## src/rtl/riscv_pkg.sv

```systemverilog
// riscv_pkg: shared widths, fetch FSM states and constants for the fetch path.
package riscv_pkg;
   localparam int XLEN = 32;
   localparam int ILEN = 32;
   localparam logic [ILEN-1:0] NOP = 32'h0000_0013;
   typedef enum logic [2:0] {IDLE, REQ, WAIT, DRAIN, HOLD} fetch_state_t;
endpackage

```

## src/rtl/fetch_ctrl.sv

```systemverilog
// fetch_ctrl: PC owner issuing one outstanding imem request at a time, holding the
// returned word for decode and draining responses made stale by redirects.
module fetch_ctrl
   import riscv_pkg::*;
#(
   parameter logic [XLEN-1:0] RESET_PC = 32'h0000_0000
) (
   input  logic            clk,
   input  logic            rst,
   output logic            imem_req_valid,
   input  logic            imem_req_ready,
   output logic [XLEN-1:0] imem_req_addr,
   input  logic            imem_rsp_valid,
   input  logic [ILEN-1:0] imem_rsp_data,
   input  logic            redirect_valid,
   input  logic [XLEN-1:0] redirect_pc,
   output logic            instr_valid,
   input  logic            instr_ready,
   output logic [ILEN-1:0] instr,
   output logic [XLEN-1:0] instr_pc
);
   fetch_state_t    state_q, state_d;
   logic [XLEN-1:0] pc_q, pc_d, issued_pc_q, issued_pc_d, instr_pc_q, instr_pc_d, redir_pc;
   logic [ILEN-1:0] instr_q, instr_d;

   assign redir_pc       = {redirect_pc[XLEN-1:2], 2'b00};
   assign imem_req_valid = state_q == REQ;
   assign imem_req_addr  = pc_q;
   assign instr_valid    = state_q == HOLD && !redirect_valid;
   assign instr          = instr_q;
   assign instr_pc       = instr_pc_q;

   always_comb begin
      state_d     = state_q;
      pc_d        = pc_q;
      issued_pc_d = issued_pc_q;
      instr_d     = instr_q;
      instr_pc_d  = instr_pc_q;
      case (state_q)
         IDLE: state_d = REQ;
         REQ: begin
            if (imem_req_ready) begin
               issued_pc_d = pc_q;
               state_d     = redirect_valid ? DRAIN : WAIT;
            end
            if (redirect_valid) pc_d = redir_pc;
         end
         WAIT: begin
            if (imem_rsp_valid && !redirect_valid) begin
               state_d    = HOLD;
               instr_d    = imem_rsp_data;
               instr_pc_d = issued_pc_q;
               pc_d       = issued_pc_q + 32'd4;
            end else if (redirect_valid) begin
               state_d = imem_rsp_valid ? REQ : DRAIN;
               pc_d    = redir_pc;
            end
         end
         DRAIN: begin
            if (redirect_valid) pc_d = redir_pc;
            if (imem_rsp_valid) state_d = REQ;
         end
         HOLD: begin
            if (redirect_valid) pc_d = redir_pc;
            if (redirect_valid || instr_ready) state_d = REQ;
         end
         default: state_d = IDLE;
      endcase
   end

   always_ff @(posedge clk or posedge rst) begin
      if (rst) begin
         state_q     <= IDLE;
         pc_q        <= RESET_PC;
         issued_pc_q <= RESET_PC;
         instr_q     <= '0;
         instr_pc_q  <= '0;
      end else begin
         state_q     <= state_d;
         pc_q        <= pc_d;
         issued_pc_q <= issued_pc_d;
         instr_q     <= instr_d;
         instr_pc_q  <= instr_pc_d;
      end
   end

   // A response with nothing outstanding breaks the one-request protocol.
   rsp_only_when_outstanding: assert property (@(posedge clk) disable iff (rst)
      imem_rsp_valid |-> (state_q == WAIT || state_q == DRAIN));
endmodule

```

## config.mk

```make
export PLATFORM = sky130hd
export DESIGN_NAME = fetch_ctrl
export DESIGN_NICKNAME = d
export VERILOG_FILES = /design/src/rtl/riscv_pkg.sv /design/src/rtl/fetch_ctrl.sv
export SDC_FILE = /design/constraint.sdc
export NUM_CORES = 1
export LEC_CHECK = 0
export BUFFER_PORTS_ARGS = -buffer_cell sky130_fd_sc_hd__buf_2
export CORE_ASPECT_RATIO = 1.2
export CORE_UTILIZATION = 30
export DETAILED_ROUTE_END_ITERATION = 7
export MAX_ROUTING_LAYER = met4
export PLACE_DENSITY = 0.55
export SKIP_CTS_REPAIR_TIMING = 1
export SYNTH_ARGS = -nofsm -noshare
export SYNTH_HDL_FRONTEND = slang
export SYNTH_SLANG_ARGS = --single-unit
```

## constraint.sdc

```tcl
create_clock -name clk -period 7.2 [get_ports clk]
set_input_delay 1.44 -clock clk [delete_from_list [all_inputs] [get_ports clk]]
set_output_delay 1.44 -clock clk [all_outputs]
set_load 0.02 [all_outputs]
```

==> impl_metrics.yaml, run 1 <==
setup_path:
  r2r_slack_ns: 4.27
  worst_path_max_delay_cell: "nand4_1"
  r2r-start: "state_q[2]"
  cp.required_ns: 7.55
  r2r_cells: 5
  critical_path.top_delay_family: "simple AND/OR/NAND/NOR gates"
  crit_arrival_ns: 4.00
  worstSetupPathType: "primary input to register"
  endpoint_kind: "register"
  cp_slowest_stage_delay_ns: 0.86
  cp_max_fo: 56
  startpoint_type: "primary input"
  cp_num_buf_inv: 2
  path_cells: "buf_2, nor2_1, nand4_1, buf_4, or4_1, nand3_1"
  r2r_end: "imem_req_addr[24]"
global_route:
  antenna_found_initial: 0
  busiest_layer: "met2"
  grt_pass1_wl_mm: 25.0
  globalRouteTotalUtil: 0.173
  grt_util_met3: 0.0378
  grt_pass1_vias: 4482
  use_met2: 0.274
  grt_max_degree: 74
  gr-total-overflow: 0
  grtUsageMet1: 0.215
power_and_ir_drop:
  power_frac_comb: 0.306
  power_frac_seq: 0.387
  power_density_nw_per_um2: 439
  p_leak_nw: 3.68
  pwr-share-clk: 0.306
  ir_drop_mv: 0.151
  p_sw_frac: 0.362
  power.internal_mw: 2.09
  power.switching_mw: 1.19
layout:
  syn_to_final_growth_pct: 30.8
  nets: 807
  stdcell_area_um2: 7480
  n_antenna_cell: 0
  instances_no_fill: 1001
  fillers: 1887
  drive_gt1_frac: 0.334
clocking:
  clockBufferDepth: 2
  cts_tree: "built"
  cts_buffers: 17
  root_buffer: "clkbuf_16"
  clk_pin_slew_ns: 0.06
  htreeDepth: 4
  clock_latency_ns: 0.42
  clkSinkCount: 131
yosys:
  synth-seq-cells: 131
  synthCells: 579
  syn_area_um2: 5710
  yosysWarnings: 0
  synth_cell_type_count: 39
  synth_nets: 650
  synth.avg_cell_area_um2: 9.87
  seq_area_frac_synth: 0.574
detailed_routing:
  firstDrtPassIters: 4
  ant_nets: 0
  initialDrtViolationCount: 291
  dr_total_vias: 4665
  via_per_inst: 4.66
  wl_mm: 15.6
  drcViolationCount: 0
  wire_per_inst_um: 15.5
floorplanning:
  initial_core_util: 0.310
  rows: 54
  die_x_um: 128
  die-area_um2: 19600
  coreArea_um2: 18400
  floorplan.die.height_um: 153
  ios: 168
sta:
  fin_ws_ns: 3.56
  min_period_ns: 3.64
  finalHoldViolCount: 0
  slew_violations: 0
  timing.slew.headroom: 0.270
  skew_ns: 0.00722
  tightestPinTransition_ns: 1.09
  fmax_mhz: 274
  min_period_over_period: 0.506
  rsz0062_at_grt: "false"
  setup_viol: 0
  setup_tns_ns: 0
placement:
  placed_cell_area_um2: 6780
  place_ws_ns: 3.06
  io_buffers: 165
  dp_cells: 969
  place_congestion: 0.775
  hpwl_mm: 10.7
min_path:
  holdPathEnd: "instr_pc[24]"
  min_from: "instr_pc[24]"
  hp-class: "register to register"
  whs_path_depth: 2
run:
  max_cap_viol_count: 0
run_status:
  status: "finished clean"
## worst register-to-register path: stages, from the launching register on
cell	delay [ns]
dfrtp_1	0.47
inv_1	0.18
nand4_1	0.87
buf_4	0.67
or4_1	0.59
nand3_1	0.09
## state kept, by name, indices dropped and copies added (netlist names)
register / cells
imem_req_addr: 32
instr: 32
instr_pc: 32
issued_pc_q: 32
state_q: 3
## per-layer routing
| layer | share of wire | up-vias | wire, um |
|---|---|---|---|
| met5 | 0 | - | 0 |
| met2 | 0.49 | 94 | 7630 |
| met3 | 0.039 | 22 | 604 |
| li1 | - | 2282 | - |
| met1 | 0.45 | 2267 | 6990 |
| met4 | 0.021 | 0 | 333 |
## through the flow
stage	power, mW	utilization	hold slack (ns)
floorplan	1.92	-	0.457
global placement	2.28	0.367	0.453
detailed placement	2.30	0.367	0.457
CTS	3.32	0.405	0.471
global route	3.48	0.405	0.480
finish	3.28	0.405	0.466
## cells by family after synthesis
group | after synthesis | share of synthesized area
flops | 131 | 0.574
simple gates | 273 | 0.208
mux | 33 | 0.0650
buf+inv | 38 | 0.0276
xor+xnor | 26 | 0.0399
fa+ha+maj | 1 | 0.00219
compound gates | 77 | 0.0832
## synthesized netlist by cell type, drive strengths merged
library cell / n / share of area
a21oi: 19 / 0.017
a22o: 2 / 0.0031
a22oi: 10 / 0.013
a31oi: 2 / 0.0022
a32oi: 2 / 0.0031
and2: 3 / 0.0033
and3: 4 / 0.0046
and4: 3 / 0.0046
buf: 13 / 0.011
clkbuf: 19 / 0.012
dfrtp: 131 / 0.57
ha: 1 / 0.0022
inv: 6 / 0.0039
mux2: 33 / 0.065
nand2: 202 / 0.13
nand2b: 1 / 0.0011
nand3: 19 / 0.019
nand4: 11 / 0.012
nor2: 18 / 0.012
nor3: 6 / 0.0088
nor4: 4 / 0.0066
o211ai: 1 / 0.0013
o21ai: 19 / 0.017
o22ai: 17 / 0.019
o2bb2ai: 1 / 0.0015
o311a: 1 / 0.0018
o31a: 2 / 0.0031
o31ai: 1 / 0.0022
or4: 2 / 0.0033
xnor2: 11 / 0.017
xor2: 15 / 0.023
## layout by cell type, fill, tap and decap left out, types with 6 or more instances in the layout
cell type | netlist | final
a21oi_1 | 19 | 19
a22oi_1 | 10 | 10
buf_2 | 12 | 165
clkbuf_16 | 0 | 17
clkbuf_8 | 0 | 8
dfrtp_1 | 131 | 131
mux2_2 | 33 | 33
nand2_1 | 202 | 202
nand3_1 | 16 | 16
nand4_1 | 11 | 11
nor2_1 | 17 | 16
o21ai_0 | 13 | 13
o21ai_1 | 6 | 6
o22ai_1 | 17 | 17
xnor2_1 | 11 | 11
xor2_1 | 15 | 15
## final cells by class
class / count / area (um2) / area share
Timing Repair Buffer: 170 / 863 / 0.115
Multi-Input combinational cell: 410 / 2290 / 0.307
Sequential cell: 131 / 3280 / 0.438
Inverter: 6 / 27.5 / 0.00368
Tap cell: 252 / 315 / 0.0422
Clock inverter: 7 / 164 / 0.0219
Clock buffer: 25 / 536 / 0.0716
## how the worst max path moves through the flow
stage / from / end / slack [ns] / depth (start not counted)
floorplan: rst / imem_req_addr[0] / 2.26 / 1
global placement: redirect_valid / imem_req_addr[24] / 3.07 / 6
detailed placement: redirect_valid / imem_req_addr[24] / 3.06 / 6
CTS: redirect_valid / imem_req_addr[24] / 3.50 / 6
global route: redirect_valid / imem_req_addr[24] / 3.33 / 6
finish: redirect_valid / imem_req_addr[24] / 3.56 / 6
## power groups by stage
stage               logic, mW  registers [mW]  clock network [mW]
finish                   1.00            1.27                1.01
global route             1.10            1.32                1.06
detailed placement       1.01            1.28                   0
global placement         1.00            1.28                   0
floorplan               0.455            1.46                   0
CTS                      1.02            1.27                1.03
(Power assumes the default switching activity.)
==> run 2: changes to the inputs <==
- clock period: 7.2 -> 3.55 ns (I/O delays scaled with it)
==> run 2 against run 1 <==
Sequential cell count is the same. Critical path depth shrank 1. Final area shrank 0.38%. Clock power grew 83%. Global-route usage grew 0.11 points. Count of clock-buffer cells in the layout shrank 1. Via count shrank 0.34%. Total power grew 98%. Clock skew grew 0.0011 ns. Largest power group unchanged.
==> impl_metrics.yaml, run 2 (synthesis results as in run 1) <==
placement:
  place_ws_ns: 1.15
  io_buffers: 165
  placed_cell_area_um2: 6820
  place_congestion: 0.781
  hpwl_mm: 10.9
global_route:
  grt_max_degree: 76
  grt_pass1_vias: 4515
  gr-total-overflow: 0
  globalRouteTotalUtil: 0.174
  antenna_found_initial: 1
  grt_pass1_wl_mm: 25.2
clocking:
  clockBufferDepth: 2
  htreeDepth: 4
  clock_latency_ns: 0.42
  clkSinkCount: 131
  cts_tree: "built"
  clk_pin_slew_ns: 0.06
  root_buffer: "clkbuf_16"
  cts_buffers: 17
setup_path:
  cp_max_fo: 13
  cp.required_ns: 3.83
  worstSetupPathType: "register to register"
  startpoint_type: "register"
  crit_arrival_ns: 2.74
  endpoint_kind: "register"
detailed_routing:
  drcViolationCount: 0
  wl_mm: 15.9
  initialDrtViolationCount: 199
  dr_total_vias: 4649
  via_per_inst: 4.63
  firstDrtPassIters: 4
  wire_per_inst_um: 15.8
  ant_nets: 0
layout:
  fillers: 1867
  final_common_cell: "nand2_1"
  nets: 810
  syn_to_final_growth_pct: 30.3
  drive_gt1_frac: 0.330
  layout_common_cells: "nand2_1 (202), buf_2 (165), dfrtp_1 (131)"
  stdcell_area_um2: 7450
floorplanning:
  coreArea_um2: 18400
  rows: 54
  initial_core_util: 0.310
  die_x_um: 128
  die-area_um2: 19600
  floorplan.die.height_um: 153
  ios: 168
power_and_ir_drop:
  p_leak_nw: 3.65
  power_density_nw_per_um2: 871
  ir_drop_mv: 0.393
min_path:
  hp-class: "primary input to async pin"
sta:
  setup_tns_ns: 0
  fmax_mhz: 406
  fin_ws_ns: 1.09
  finalHoldViolCount: 0
  slew_violations: 0
  rsz0062_at_grt: "false"
  tightestPinTransition_ns: 0.886
  setup_viol: 0
  min_period_over_period: 0.693
  min_period_ns: 2.46
  skew_ns: 0.00833
  timing.slew.headroom: 0.405
run_status:
  status: "finished clean"
run:
  max_cap_viol_count: 0
[run 2: final timing paths]
kind	from	endpoint	slack [ns]	cells past startpoint
worst max-delay path	state_q[0]	imem_req_addr[15]	1.09	5
worst min-delay path	rst	issued_pc_q[28]	0.42	2
worst max register to register	state_q[0]	imem_req_addr[15]	1.09	5
worst min register to register	instr[19]	instr[19]	0.47	2
max in group asynchronous	rst	issued_pc_q[22]	2.27	3
min in group clk	instr[19]	instr[19]	0.47	2
[run 2: layout make-up]
type                       count  area, um2  share of cell area
antenna                        1       2.50            0.000336
clock buffer                  24        472              0.0633
clock inverter                 8        150              0.0202
inverter                       6       26.3             0.00353
multi-input combinational    410       2290               0.308
sequential                   131       3280               0.440
tap                          252        315              0.0423
timing repair buffer         173        911               0.122
[run 2: through the flow]
stage                     total power, mW  utilization  cells  hold slack [ns]
after global routing                 6.88        0.404   1005            0.470
after global placement               4.64        0.370    972            0.453
after floorplan                      3.89            -    579            0.457
after detailed placement             4.67        0.370    972            0.457
after CTS                            6.56        0.404   1004            0.438
final                                6.49        0.404   1005            0.421
[run 2: critical path: stages (launching register included)]
cell	delay, ns
dfrtp_1	0.54
nor2_2	0.13
xnor2_1	0.72
nand2_1	0.57
o22ai_1	0.30
a21oi_1	0.06
[run 2: per-layer routing]
metal | wire (um) | share of wire | vias to the layer above | GRT usage
li1 | - | - | 2287 | -
met1 | 7190 | 0.45 | 2264 | 0.217
met2 | 8000 | 0.50 | 83 | 0.277
met3 | 477 | 0.030 | 15 | 0.0378
met4 | 210 | 0.013 | 0 | 0.0622
met5 | 0 | 0 | - | -
[run 2: power breakdown]
group	internal (mW)	switching [mW]	total (mW)	leakage, nW
clock	1.21	0.639	1.85	0.299
sequential	2.06	0.520	2.58	1.61
combinational	0.792	1.26	2.05	1.74
total	4.07	2.42	6.49	3.65
==> run 3: changes to the inputs <==
- clock period: 3.55 -> 2.3 ns (I/O delays scaled with it)
==> run 3 against run 2 <==
Utilization up 0.14 points. Worst hold slack got worse by 0.28 ns. Cell count increased by 1.1%. First-iteration DRC count down 5.0%. Via count up 1.1%. Final area increased by 0.35%. Clock skew decreased by 0.00064 ns. Worst setup slack worse by 0.84 ns. Non-clock buffer count is 9 higher. Register-to-register slack lost 0.69 ns. Largest power group unchanged. Global-route usage fell by 0.076 points.
==> impl_metrics.yaml, run 3 (synthesis results as in run 1) <==
run_status:
  status: "finished clean"
min_path:
  hp-class: "primary input to async pin"
run:
  max_cap_viol_count: 0
clocking:
  clockBufferDepth: 2
  htreeDepth: 4
  cts_buffers: 17
  clk_pin_slew_ns: 0.06
  clkSinkCount: 131
  root_buffer: "clkbuf_16"
  clock_latency_ns: 0.42
  cts_tree: "built"
sta:
  tightestPinTransition_ns: 0.623
  rsz0062_at_grt: "false"
  setup_viol: 0
  setup_tns_ns: 0
  min_period_over_period: 0.894
  skew_ns: 0.00769
  slew_violations: 0
  timing.slew.headroom: 0.585
  fin_ws_ns: 0.245
  min_period_ns: 2.06
  fmax_mhz: 487
  finalHoldViolCount: 0
global_route:
  grt_max_degree: 84
  antenna_found_initial: 3
  grt_pass1_vias: 4627
  globalRouteTotalUtil: 0.173
  grt_pass1_wl_mm: 25.1
  gr-total-overflow: 0
layout:
  final_common_cell: "nand2_1"
  multi_input_area_um2: 2290
  stdcell_area_um2: 7470
  drive_gt1_frac: 0.339
  nets: 819
  layout_common_cells: "nand2_1 (202), buf_2 (165), dfrtp_1 (131)"
  seqCellArea_um2: 3280
  fillers: 1866
  post-route-util: 0.405
  syn_to_final_growth_pct: 30.8
detailed_routing:
  initialDrtViolationCount: 189
  dr_total_vias: 4701
  wl_mm: 15.8
  drcViolationCount: 0
  via_per_inst: 4.63
  firstDrtPassIters: 6
  wire_per_inst_um: 15.5
  ant_nets: 0
floorplanning:
  die-area_um2: 19600
  die_x_um: 128
  floorplan.die.height_um: 153
  ios: 168
  rows: 54
  initial_core_util: 0.310
  coreArea_um2: 18400
setup_path:
  path_cells: "inv_1, nand2_1, nor2_1, buf_2"
  worstSetupPathType: "register to output pin"
  cp_slowest_stage_delay_ns: 0.47
  crit_arrival_ns: 1.60
  critical_path.top_delay_family: "flip-flops"
  endpoint_kind: "output pin"
  cp_num_buf_inv: 2
  cp_max_fo: 8
  startpoint_type: "register"
  cp.required_ns: 1.84
  worst_path_max_delay_cell: "dfrtp_1"
power_and_ir_drop:
  p_leak_nw: 3.68
  ir_drop_mv: 0.507
  power_density_nw_per_um2: 1310
placement:
  hpwl_mm: 10.9
  place_ws_ns: 0.405
  io_buffers: 165
  place_congestion: 0.807
  placed_cell_area_um2: 6900
run 3: changes by cell type in the layout (fill, tap and decap cells not counted), moves of 2 or more:
cell,change
buf_4,+8
clkinv_2,+4
diode_2,+2
bufinv_16,-2
run 3: power by group:
part / internal (mW) / switching [mW]
logic: 1.26 / 1.97
registers: 3.19 / 0.779
clock network: 1.61 / 1.00
total: 6.06 / 3.75
run 3: layout make-up:
type,instances,area share
Sequential cell,131,0.439
Multi-Input combinational cell,410,0.307
Timing Repair Buffer,182,0.133
Clock buffer,22,0.0608
Tap cell,252,0.0422
Clock inverter,10,0.0146
Inverter,6,0.00352
Antenna cell,3,0.00100
run 3: worst paths after layout:
kind	to	slack (ns)	depth (start not counted)	from
worst max register to register	imem_req_addr[30]	0.40	7	issued_pc_q[2]
worst max-delay path	imem_req_valid	0.24	4	state_q[2]
worst min-delay path	instr_pc[29]	0.14	3	rst
worst min register to register	instr[24]	0.47	2	instr[24]
min in group clk	instr[7]	0.23	3	imem_rsp_data[7]
max in group asynchronous	instr[23]	1.61	3	rst
run 3: stage by stage:
step	cells	hold slack, ns	total power [mW]
final	1016	0.144	9.81
after global routing	1016	0.191	10.4
after CTS	1013	0.194	9.93
after detailed placement	981	0.457	7.25
after global placement	981	0.454	7.21
after floorplan	579	0.457	6.01
run 3: routing by layer:
metal	global-route usage	up-vias	wire length [um]
met2	0.269	100	7810
met3	0.0389	26	582
met1	0.214	2268	6980
li1	-	2307	-
met5	-	-	0
met4	0.0796	0	418
run 3: worst min-delay path, delay by kind of cell:
kind / cells / cell delay, ns
buf+inv: 3 / 0.53
